==> src/rtl/sipo_piso_master_pkg.sv <==
// sipo_piso_master_pkg
//   Shared definitions for the sipo_piso serial master: default geometry of
//   the slave register file, FSM state encoding and a counter width helper.
package sipo_piso_master_pkg;

  localparam int DEF_ADDR_WIDTH = 5;   // register address bits
  localparam int DEF_REG_WIDTH  = 8;   // register data bits
  localparam int DEF_MEM_DEPTH  = 16;  // highest valid address
  localparam int DEF_GAP_CYCLES = 5;   // idle cycles before each strobe

  typedef enum logic [2:0] {
    ST_IDLE   = 3'd0,
    ST_GAP    = 3'd1,
    ST_STROBE = 3'd2,
    ST_SHIFT  = 3'd3,
    ST_RESP   = 3'd4
  } state_e;

  // Bits needed to hold values 0..max_val (at least one bit).
  function automatic int cnt_width(input int max_val);
    return (max_val < 2) ? 1 : $clog2(max_val + 1);
  endfunction

endpackage

==> src/rtl/sipo_piso_bitcnt.sv <==
// sipo_piso_bitcnt
//   Loadable down-counter shared by the GAP and SHIFT phases of the master.
//   Ports:
//     clk, rst      : clock, asynchronous active-high reset
//     load          : load load_val (takes priority over dec)
//     load_val [W]  : value to load
//     dec           : decrement by one, saturating at zero
//     cnt  [W]      : current count
//     tc            : terminal count, high while cnt == 0
module sipo_piso_bitcnt #(
  parameter int W = 4
) (
  input  logic         clk,
  input  logic         rst,
  input  logic         load,
  input  logic [W-1:0] load_val,
  input  logic         dec,
  output logic [W-1:0] cnt,
  output logic         tc
);

  logic [W-1:0] cnt_q, cnt_d;

  always_comb begin
    cnt_d = cnt_q;
    if (load) begin
      cnt_d = load_val;
    end else if (dec && (cnt_q != '0)) begin
      cnt_d = cnt_q - W'(1);
    end
  end

  always_ff @(posedge clk or posedge rst) begin
    if (rst) begin
      cnt_q <= '0;
    end else begin
      cnt_q <= cnt_d;
    end
  end

  assign cnt = cnt_q;
  assign tc  = (cnt_q == '0);

endmodule

==> src/rtl/sipo_piso_master.sv <==
// sipo_piso_master
//   Serialises parallel register write/read requests into strobe-delimited
//   frames for the sipo_piso slave and returns read data / range errors on a
//   valid/ready response port.
//   Ports:
//     clk, rst                      : clock, asynchronous active-high reset
//     req_valid/req_ready           : request handshake
//     req_we, req_addr, req_wdata   : request fields (1 = write)
//     rsp_valid/rsp_ready           : response handshake
//     rsp_rdata, rsp_err            : read data (0 for writes), range error
//     busy                          : not idle
//     strobe, wr_en, din            : serial pins to the slave (all flopped)
//     dout                          : serial read data from the slave
module sipo_piso_master
  import sipo_piso_master_pkg::*;
#(
  parameter int ADDR_WIDTH = DEF_ADDR_WIDTH,
  parameter int REG_WIDTH  = DEF_REG_WIDTH,
  parameter int MEM_DEPTH  = DEF_MEM_DEPTH,
  parameter int GAP_CYCLES = DEF_GAP_CYCLES
) (
  input  logic                  clk,
  input  logic                  rst,
  input  logic                  req_valid,
  output logic                  req_ready,
  input  logic                  req_we,
  input  logic [ADDR_WIDTH-1:0] req_addr,
  input  logic [REG_WIDTH-1:0]  req_wdata,
  output logic                  rsp_valid,
  input  logic                  rsp_ready,
  output logic [REG_WIDTH-1:0]  rsp_rdata,
  output logic                  rsp_err,
  output logic                  busy,
  output logic                  strobe,
  output logic                  wr_en,
  output logic                  din,
  input  logic                  dout
);

  localparam int F       = ADDR_WIDTH + REG_WIDTH;
  localparam int CNT_MAX = (GAP_CYCLES > F) ? GAP_CYCLES : F;
  localparam int CNT_W   = cnt_width(CNT_MAX);

  state_e                 state_q, state_d;
  logic [F-1:0]           sh_q, sh_d;        // outgoing frame, slot 0 in bit 0
  logic [REG_WIDTH-1:0]   cap_q, cap_d;      // incoming read bits
  logic                   wr_en_q, wr_en_d;  // also the latched request direction
  logic                   strobe_q, strobe_d;
  logic                   din_q, din_d;
  logic                   rsp_valid_q, rsp_valid_d;
  logic [REG_WIDTH-1:0]   rsp_rdata_q, rsp_rdata_d;
  logic                   rsp_err_q, rsp_err_d;

  logic                   hs;
  logic                   addr_ok;
  logic                   cnt_load;
  logic [CNT_W-1:0]       cnt_load_val;
  logic                   cnt_dec;
  logic [CNT_W-1:0]       cnt;
  logic                   cnt_tc;
  logic [REG_WIDTH-1:0]   cap_shift;

  // Ready is withheld while reset is asserted so every output reads 0 then.
  assign req_ready = (state_q == ST_IDLE) && !rst;
  assign hs        = req_valid && req_ready;
  assign addr_ok   = (int'(req_addr) <= MEM_DEPTH);
  // New dout bit enters at the MSB; after REG_WIDTH shifts the first
  // sampled bit has reached bit 0.
  assign cap_shift = {dout, cap_q[REG_WIDTH-1:1]};

  // GAP counts GAP_CYCLES-1 down to 0, SHIFT counts F-1 down to 0, so each
  // phase ends on the cycle the counter reads zero.
  assign cnt_load     = (hs && addr_ok) || (state_q == ST_STROBE);
  assign cnt_load_val = (state_q == ST_STROBE) ? CNT_W'(F - 1) : CNT_W'(GAP_CYCLES - 1);
  assign cnt_dec      = (state_q == ST_GAP) || (state_q == ST_SHIFT);

  sipo_piso_bitcnt #(
    .W (CNT_W)
  ) u_bitcnt (
    .clk      (clk),
    .rst      (rst),
    .load     (cnt_load),
    .load_val (cnt_load_val),
    .dec      (cnt_dec),
    .cnt      (cnt),
    .tc       (cnt_tc)
  );

  // State register
  always_ff @(posedge clk or posedge rst) begin
    if (rst) begin
      state_q <= ST_IDLE;
    end else begin
      state_q <= state_d;
    end
  end

  // Next-state logic
  always_comb begin
    state_d = state_q;
    unique case (state_q)
      ST_IDLE:   if (hs) state_d = addr_ok ? ST_GAP : ST_RESP;
      ST_GAP:    if (cnt_tc) state_d = ST_STROBE;
      ST_STROBE: state_d = ST_SHIFT;
      ST_SHIFT:  if (cnt_tc) state_d = ST_RESP;
      // rsp_valid is high for the whole of RESP
      ST_RESP:   if (rsp_ready) state_d = ST_IDLE;
      default:   state_d = ST_IDLE;
    endcase
  end

  // Output and datapath next values; every pin is registered from these.
  always_comb begin
    sh_d        = sh_q;
    cap_d       = cap_q;
    wr_en_d     = wr_en_q;
    strobe_d    = 1'b0;
    din_d       = 1'b0;
    rsp_valid_d = rsp_valid_q;
    rsp_rdata_d = rsp_rdata_q;
    rsp_err_d   = rsp_err_q;
    unique case (state_q)
      ST_IDLE: begin
        if (hs) begin
          if (addr_ok) begin
            wr_en_d = req_we;
            sh_d    = req_we ? {req_addr, req_wdata}
                             : {{REG_WIDTH{1'b0}}, req_addr};
          end else begin
            rsp_valid_d = 1'b1;
            rsp_err_d   = 1'b1;
            rsp_rdata_d = '0;
          end
        end
      end
      ST_GAP: begin
        strobe_d = cnt_tc;
      end
      ST_STROBE: begin
        // Present slot 0 on din as the strobe drops.
        din_d = sh_q[0];
        sh_d  = sh_q >> 1;
      end
      ST_SHIFT: begin
        if (!cnt_tc) begin
          din_d = sh_q[0];
          sh_d  = sh_q >> 1;
        end
        // The last REG_WIDTH slots of a read frame carry the slave's data.
        if (!wr_en_q && (cnt < CNT_W'(REG_WIDTH))) begin
          cap_d = cap_shift;
        end
        if (cnt_tc) begin
          rsp_valid_d = 1'b1;
          rsp_err_d   = 1'b0;
          rsp_rdata_d = wr_en_q ? '0 : cap_shift;
        end
      end
      ST_RESP: begin
        if (rsp_ready) begin
          rsp_valid_d = 1'b0;
          rsp_err_d   = 1'b0;
          rsp_rdata_d = '0;
        end
      end
      default: begin
        sh_d = sh_q;
      end
    endcase
  end

  always_ff @(posedge clk or posedge rst) begin
    if (rst) begin
      sh_q        <= '0;
      cap_q       <= '0;
      wr_en_q     <= 1'b0;
      strobe_q    <= 1'b0;
      din_q       <= 1'b0;
      rsp_valid_q <= 1'b0;
      rsp_rdata_q <= '0;
      rsp_err_q   <= 1'b0;
    end else begin
      sh_q        <= sh_d;
      cap_q       <= cap_d;
      wr_en_q     <= wr_en_d;
      strobe_q    <= strobe_d;
      din_q       <= din_d;
      rsp_valid_q <= rsp_valid_d;
      rsp_rdata_q <= rsp_rdata_d;
      rsp_err_q   <= rsp_err_d;
    end
  end

  assign busy      = (state_q != ST_IDLE);
  assign strobe    = strobe_q;
  assign wr_en     = wr_en_q;
  assign din       = din_q;
  assign rsp_valid = rsp_valid_q;
  assign rsp_rdata = rsp_rdata_q;
  assign rsp_err   = rsp_err_q;

endmodule

==> config.mk <==
export PLATFORM = sky130hd
export DESIGN_NAME = sipo_piso_master
export DESIGN_NICKNAME = d
export VERILOG_FILES = /design/src/rtl/sipo_piso_master_pkg.sv /design/src/rtl/sipo_piso_bitcnt.sv /design/src/rtl/sipo_piso_master.sv
export SDC_FILE = /design/constraint.sdc
export NUM_CORES = 1
export LEC_CHECK = 0
export ABC_AREA = 1
export BUFFER_PORTS_ARGS = -buffer_cell sky130_fd_sc_hd__buf_2
export CAP_MARGIN = 20
export CORE_MARGIN = 2
export CORE_UTILIZATION = 35
export CTS_CLUSTER_DIAMETER = 100
export DETAILED_ROUTE_END_ITERATION = 6
export PLACE_DENSITY = 0.5
export SETUP_SLACK_MARGIN = 0.2
export SLEW_MARGIN = 15
export SYNTH_ARGS = -nofsm -noshare
export SYNTH_HDL_FRONTEND = slang
export SYNTH_SLANG_ARGS = --single-unit
==> constraint.sdc <==
create_clock -name clk -period 2.44 [get_ports clk]
set_input_delay 0 -clock clk [delete_from_list [all_inputs] [get_ports clk]]
set_output_delay 0 -clock clk [all_outputs]
set_load 0.02 [all_outputs]
== Word-level counts from Yosys, hierarchy flattened ==
Index checks and enable logic that the tools add are counted.
Word-level totals
  register bits after elaboration: 41
  bits in latches: 0
  RAM bits: 0
  memory bits (read-only): 0
  input bits: 19
  output and inout port bits: 15
  word-level logic and storage cells: 75
  memories: 0
Operators by class
  add/sub/neg operators: 1
  $mul: 0
  div/mod/pow operators: 0
  $lt $le $gt $ge: 2
  equal/unequal tests: 11
  shifts and indexed selects: 0
  multiplexer cells: 30
  bitwise logic cells: 0
  reductions and logical operators: 21
Operators by type and width (number)
  two-way mux 13 bit: 4
  two-way mux 8 bit: 5
  one-hot mux 13 bit (3 select lines): 1
  one-hot mux 8 bit (3 select lines): 1
  two-way mux 3 bit: 5
  one-hot mux 3 bit (5 select lines): 1
  inequality test 2 bit (second input constant): 7
  two-way mux 4 bit: 3
  nonzero test 3 bit: 3
  AND reduction 4 bit: 2
  two-way mux 1 bit: 7
  == test 3 x 2 -> 1 bit (second input constant): 2
  one-hot mux 1 bit (3 select lines): 2
  less-or-equal comparator 5 bit (second input constant): 1
  logical AND 1 bit: 5
  AND reduction 5 bit: 1
  zero test 4 bit: 1
  < comparator 4 bit (second input constant): 1
  nonzero test 4 bit: 1
  subtractor 4 x 1 -> 4 bit (second input constant): 1
  == test 3 x 1 -> 1 bit (second input constant): 1
  == test 3 bit (second input constant): 1
  zero test 3 bit: 1
  AND reduction 3 bit: 1
  5 further kinds: 7

== Longest topological paths before layout ==
  word-level depth: 6
  mapped depth: 11
  depth with buffers taken out: 10

== Modules after synthesis ==
From an unflattened synthesis, not the netlist that was laid out.
Second synthesis, totals
  cell total of the unflattened synthesis: 317
  area, all modules: 2209.6 µm²
By module, submodules not included
  sipo_piso_master: times used 1, cells an instance 270, area each 1910.6 µm², sequential area each 900.9 µm²
  sipo_piso_bitcnt: times used 1, cells an instance 47, area each 299.0 µm², sequential area each 100.1 µm²

== Worst setup path after synthesis ==
OpenSTA, ideal clock, no wires.
  path kind: input-to-reg
  from: input port rst
  to: register sh_q[10]
  library setup time: 0.116 ns
  arrival time: 1.585 ns
  data required time: 2.324 ns
  path slack: 0.739 ns
  stages: 7
  path buffers: 1
  path through: inv_1 > a21oi_1 > nor2_2 > nand2_2 > buf_4 > nand2_1 > nand2_1
Between the ends
  word-level cells in the longest chain between the ends: 5
Ends and longest elaborated chain
  from (decl): RTL line sipo_piso_master.sv:23  | input logic rst,
  zero test 1 bit (no line)
  logical AND 1 bit: RTL line sipo_piso_master.sv:64  | assign req_ready = (state_q == ST_IDLE) && !rst;
  logical AND 1 bit: RTL line sipo_piso_master.sv:65  | assign hs = req_valid && req_ready;
  inequality test 2 bit (no line)
  AND reduction 4 bit (no line)
  to (signal assigned): RTL line sipo_piso_master.sv:174  | sh_q <= '0;
  to (signal assigned): RTL line sipo_piso_master.sv:183  | sh_q <= sh_d;
  to (decl): RTL line sipo_piso_master.sv:45  | logic [F-1:0] sh_q, sh_d;
No other way between the ends.
A chain may end at the register's enable or synchronous reset.

== Final worst setup path ==
  from: register u_bitcnt.cnt_q[0], in the netlist u_bitcnt.cnt[0]
  to: register sh_q[12]
Between the ends
  word-level cells in the longest chain between the ends: 3
Ends and longest elaborated chain
  from (decl): RTL line sipo_piso_bitcnt.sv:22  | logic [W-1:0] cnt_q, cnt_d;
  from (signal assigned): RTL line sipo_piso_bitcnt.sv:37  | cnt_q <= cnt_d;
  zero test 4 bit: RTL line sipo_piso_bitcnt.sv:42  | assign tc = (cnt_q == '0);
  inequality test 2 bit (no line)
  AND reduction 4 bit (no line)
No other way between the ends.

==> impl_metrics.tcl <==
set metrics [dict create \
    status "finished clean" \
    cts_tree "done" \
    synth-seq-area-share_pct 46.1 \
    cap_viol_max_count 0 \
    core_area_sq_mm 0.00596 \
    path_depth 10 \
    cts-root-buf "clkbuf_8" \
    drv_slew 0 \
    yosys.area.top_type "dfrtp_1" \
    clkSlewWorstSetupHoldPaths_ns 0.08 \
    post-synth-top-count-cell "nand2_1" \
    die_x_microns 82.7 \
    grt-ovfl-total 0 \
    crit_path_start "u_bitcnt.cnt[0]" \
    drc 0 \
    synth_area_sq_mm 0.00217 \
    grt_pass1_vias 1814 \
    numClockSinks 40 \
    wirelength_mm 4.79 \
    synth.area.top_cells "dfrtp_1 46%, nand2_1 21%, inv_1 5.4%" \
    ir_drop_mv 0.482 \
    tightest_slew_ns 0.652 \
    finalCriticalPeriod_ns 1.85 \
    required_ns 2.63 \
    yosys_warnings 0 \
    cp_slowest_cell "dfrtp_1" \
    clockBufferDepth 2 \
    syn2layout_area_growth_pct 17.0 \
    hold_path_depth 5 \
    power_density_mw_per_mm2 1100 \
    crit_family "simple AND/OR/NAND/NOR gates" \
    async_reset_ff_share_pct 100 \
    setup-violations-final 0 \
    drt_iter0_drc 82 \
    synth_top_cell_area_share_pct 46.1 \
    grt_pass1_wl_mm 8.33 \
    num_rows 28 \
    synth_fa_ha_area_share_pct 0.577 \
    synth_compound_area_share_pct 7.90 \
    dieArea_sq_mm 0.00684 \
    crit_fanout 14 \
    synthFlopType "dfrtp_1" \
    synth-xor-area-share_pct 0.807 \
    synth_nets 317 \
    synth_common_cells "124 x nand2_1, 40 x dfrtp_1, 31 x inv_1, 23 x nand3_1, 17 x nor2_1" \
    r2r_end "sh_q[12]" \
    antenna_found_initial 0 \
    antenna_cells 0 \
    path_class "flip-flop to flip-flop" \
    synth_mux_area_share_pct 0 \
    ff2ff_path_depth 10 \
    critPathMaxStageDelay_ns 0.35 \
    path_buf_inv 2 \
    crit_end "sh_q[12]" \
    cts_made_buffers 5 \
    power.leakage_nw 1.44 \
    grt_start_max_net_pins 41 \
    start_util_pct 36.4 \
    hold_viol 0 \
    r2r_slack_ns 0.59 \
    drt_first_pass_iters 4 \
    vias_per_cell 4.57 \
    synthDistinctLibCells 26 \
    fin_crit_sh_pct 75.7 \
    io_pins 34 \
    fp.dieH_microns 82.7 \
    crit-reg2reg-launch "u_bitcnt.cnt[0]" \
    grt.total_usage_pct 16.1 \
    rsz0062_at_grt "no" \
    avgSynthCellArea_sq_um 7.30 \
    placement.io_buffers 33 \
    yosys.area_share.simple_pct 36.1 \
    vias 1859 \
    postSynthCellCount 297 \
    drive_above_1_share_pct 16.0 \
    hpwl_mm 3.38 \
    ant_nets 0 \
    min_path_type "input pin to flip-flop" \
    ctsResizeCount 0 \
    fin_nets 351 \
    ctsHtreeMaxLevel 2 \
    crit_arrival_ns 2.04 \
    final-instance-count-excl-fill 407 \
    max_freq_mhz 542 \
    setup_tns_ns 0 \
    clock_latency_ns 0.30 \
    synth_top_family_by_area "simple AND/OR/NAND/NOR gates" \
    critPathCaptureType "flip-flop" \
    critPathLaunchType "flip-flop" \
    finClkSkew_ns 0.00817 \
    relSlewSlack_pct 56.6 \
    crit_top_cell "nand2_1" \
    synth_edf_count 0 \
    cts_setup_buffers 0 \
    place_inst 396 \
    ys_ff_latch 40 \
    finalWeightedCongestion 0.761 \
    crit_chain "inv_1 > ha_1 > nand2_1 > nor2_1 > inv_1 > nand2_1 > o21ai_2 > nand2_2 > nand2_1 > nand2_1" \
    wl_per_cell_microns 11.8 \
]
-- routing by layer --
metal,global-route usage [%],wire (microns)
met1,21.5,2380
met2,25.7,2190
met3,3.26,135
met4,6.39,78
met5,0,0
-- area by class of cell --
type,count,area [sq um]
clock buffer,6,82.6
multi-input combinational,213,985
fill,646,3420
timing repair buffer,39,218
tap,75,93.8
sequential,40,1000
clock inverter,2,38.8
inverter,32,120
-- flip-flops by register name, summed over array words and instances (netlist names) --
| signal | flops |
|---|---|
| state_q | 3 |
| rsp_rdata | 8 |
| strobe | 1 |
| sh_q | 13 |
| u_bitcnt.cnt | 4 |
| din | 1 |
| rsp_valid | 1 |
| rsp_err | 1 |
| cap_q | 7 |
| wr_en | 1 |
-- cells by family after synthesis --
family                     count (synthesis)
AOI/OAI and AO/OA                         27
xor gates and xnor gates                   2
adders and majority gates                  1
buffers and inverters                     44
DFF                                       40
and+or+nand+nor                          183
-- placed cells by master (no fill, tap or decap) --
cell type	synthesis	routed
a21boi_0	2	2
dlygate4sd3_1	0	3
nand2_2	3	3
inv_1	31	31
inv_2	1	1
nor2_4	2	2
buf_4	3	3
nor4_1	1	1
nand3b_1	8	8
nand3_1	23	23
o21ai_0	10	10
dfrtp_1	40	40
clkbuf_8	0	6
a21oi_1	3	3
o21bai_1	10	10
o21ai_2	1	1
clkinv_4	0	1
nand2_1	124	124
nor2_2	2	2
o211ai_1	1	1
nor2_1	17	17
or2_0	1	1
xnor2_1	1	1
buf_2	6	33
xor2_1	1	1
nand4_1	1	1
ha_1	1	1
bufinv_16	0	1
or2_1	1	1
-- worst min path at each step --
| stage | slack (ns) | start | end |
|---|---|---|---|
| 2_1_floorplan | 0.09 | rst | req_ready |
| 3_3_place_gp | 0.22 | rst | strobe |
| 3_5_place_dp | 0.21 | rst | state_q[0] |
| 4_1_cts | 0.04 | req_addr[4] | sh_q[12] |
| 5_1_grt | 0.06 | req_addr[4] | sh_q[12] |
| 6_report | 0.05 | req_addr[4] | sh_q[12] |
-- per-stage QoR --
stage	utilization (%)	hold slack, ns	area (sq um)	worst slack, ns	power (W)
2_1_floorplan	-	0.0870	2170	0.739	0.00197
3_5_place_dp	40.1	0.214	2390	0.597	0.00224
6_report	42.6	0.0547	2540	0.593	0.00279
4_1_cts	42.6	0.0427	2540	0.595	0.00284
5_1_grt	42.6	0.0630	2540	0.389	0.00307
3_3_place_gp	40.1	0.219	2390	0.622	0.00222
-- report_power, final --
group	total (W)	internal [W]	switching, W
Combinational	0.00115	0.000373	0.000777
Clock	0.000586	0.000335	0.000251
Sequential	0.00106	0.000900	0.000159
-- what timing repair did --
action / 4_1_cts / 5_1_grt
hold endpoints to repair: 42 / 0
hold buffers: 3 / 0
endpoints found under the setup margin: 0 / 0
-- worst min-delay path, cell delays in order --
cell and delay (ns):
buf_2 0.12, nand2_1 0.05, nor2_1 0.04, nand3_1 0.07, nand2_1 0.05
(Power assumes the default switching activity.)
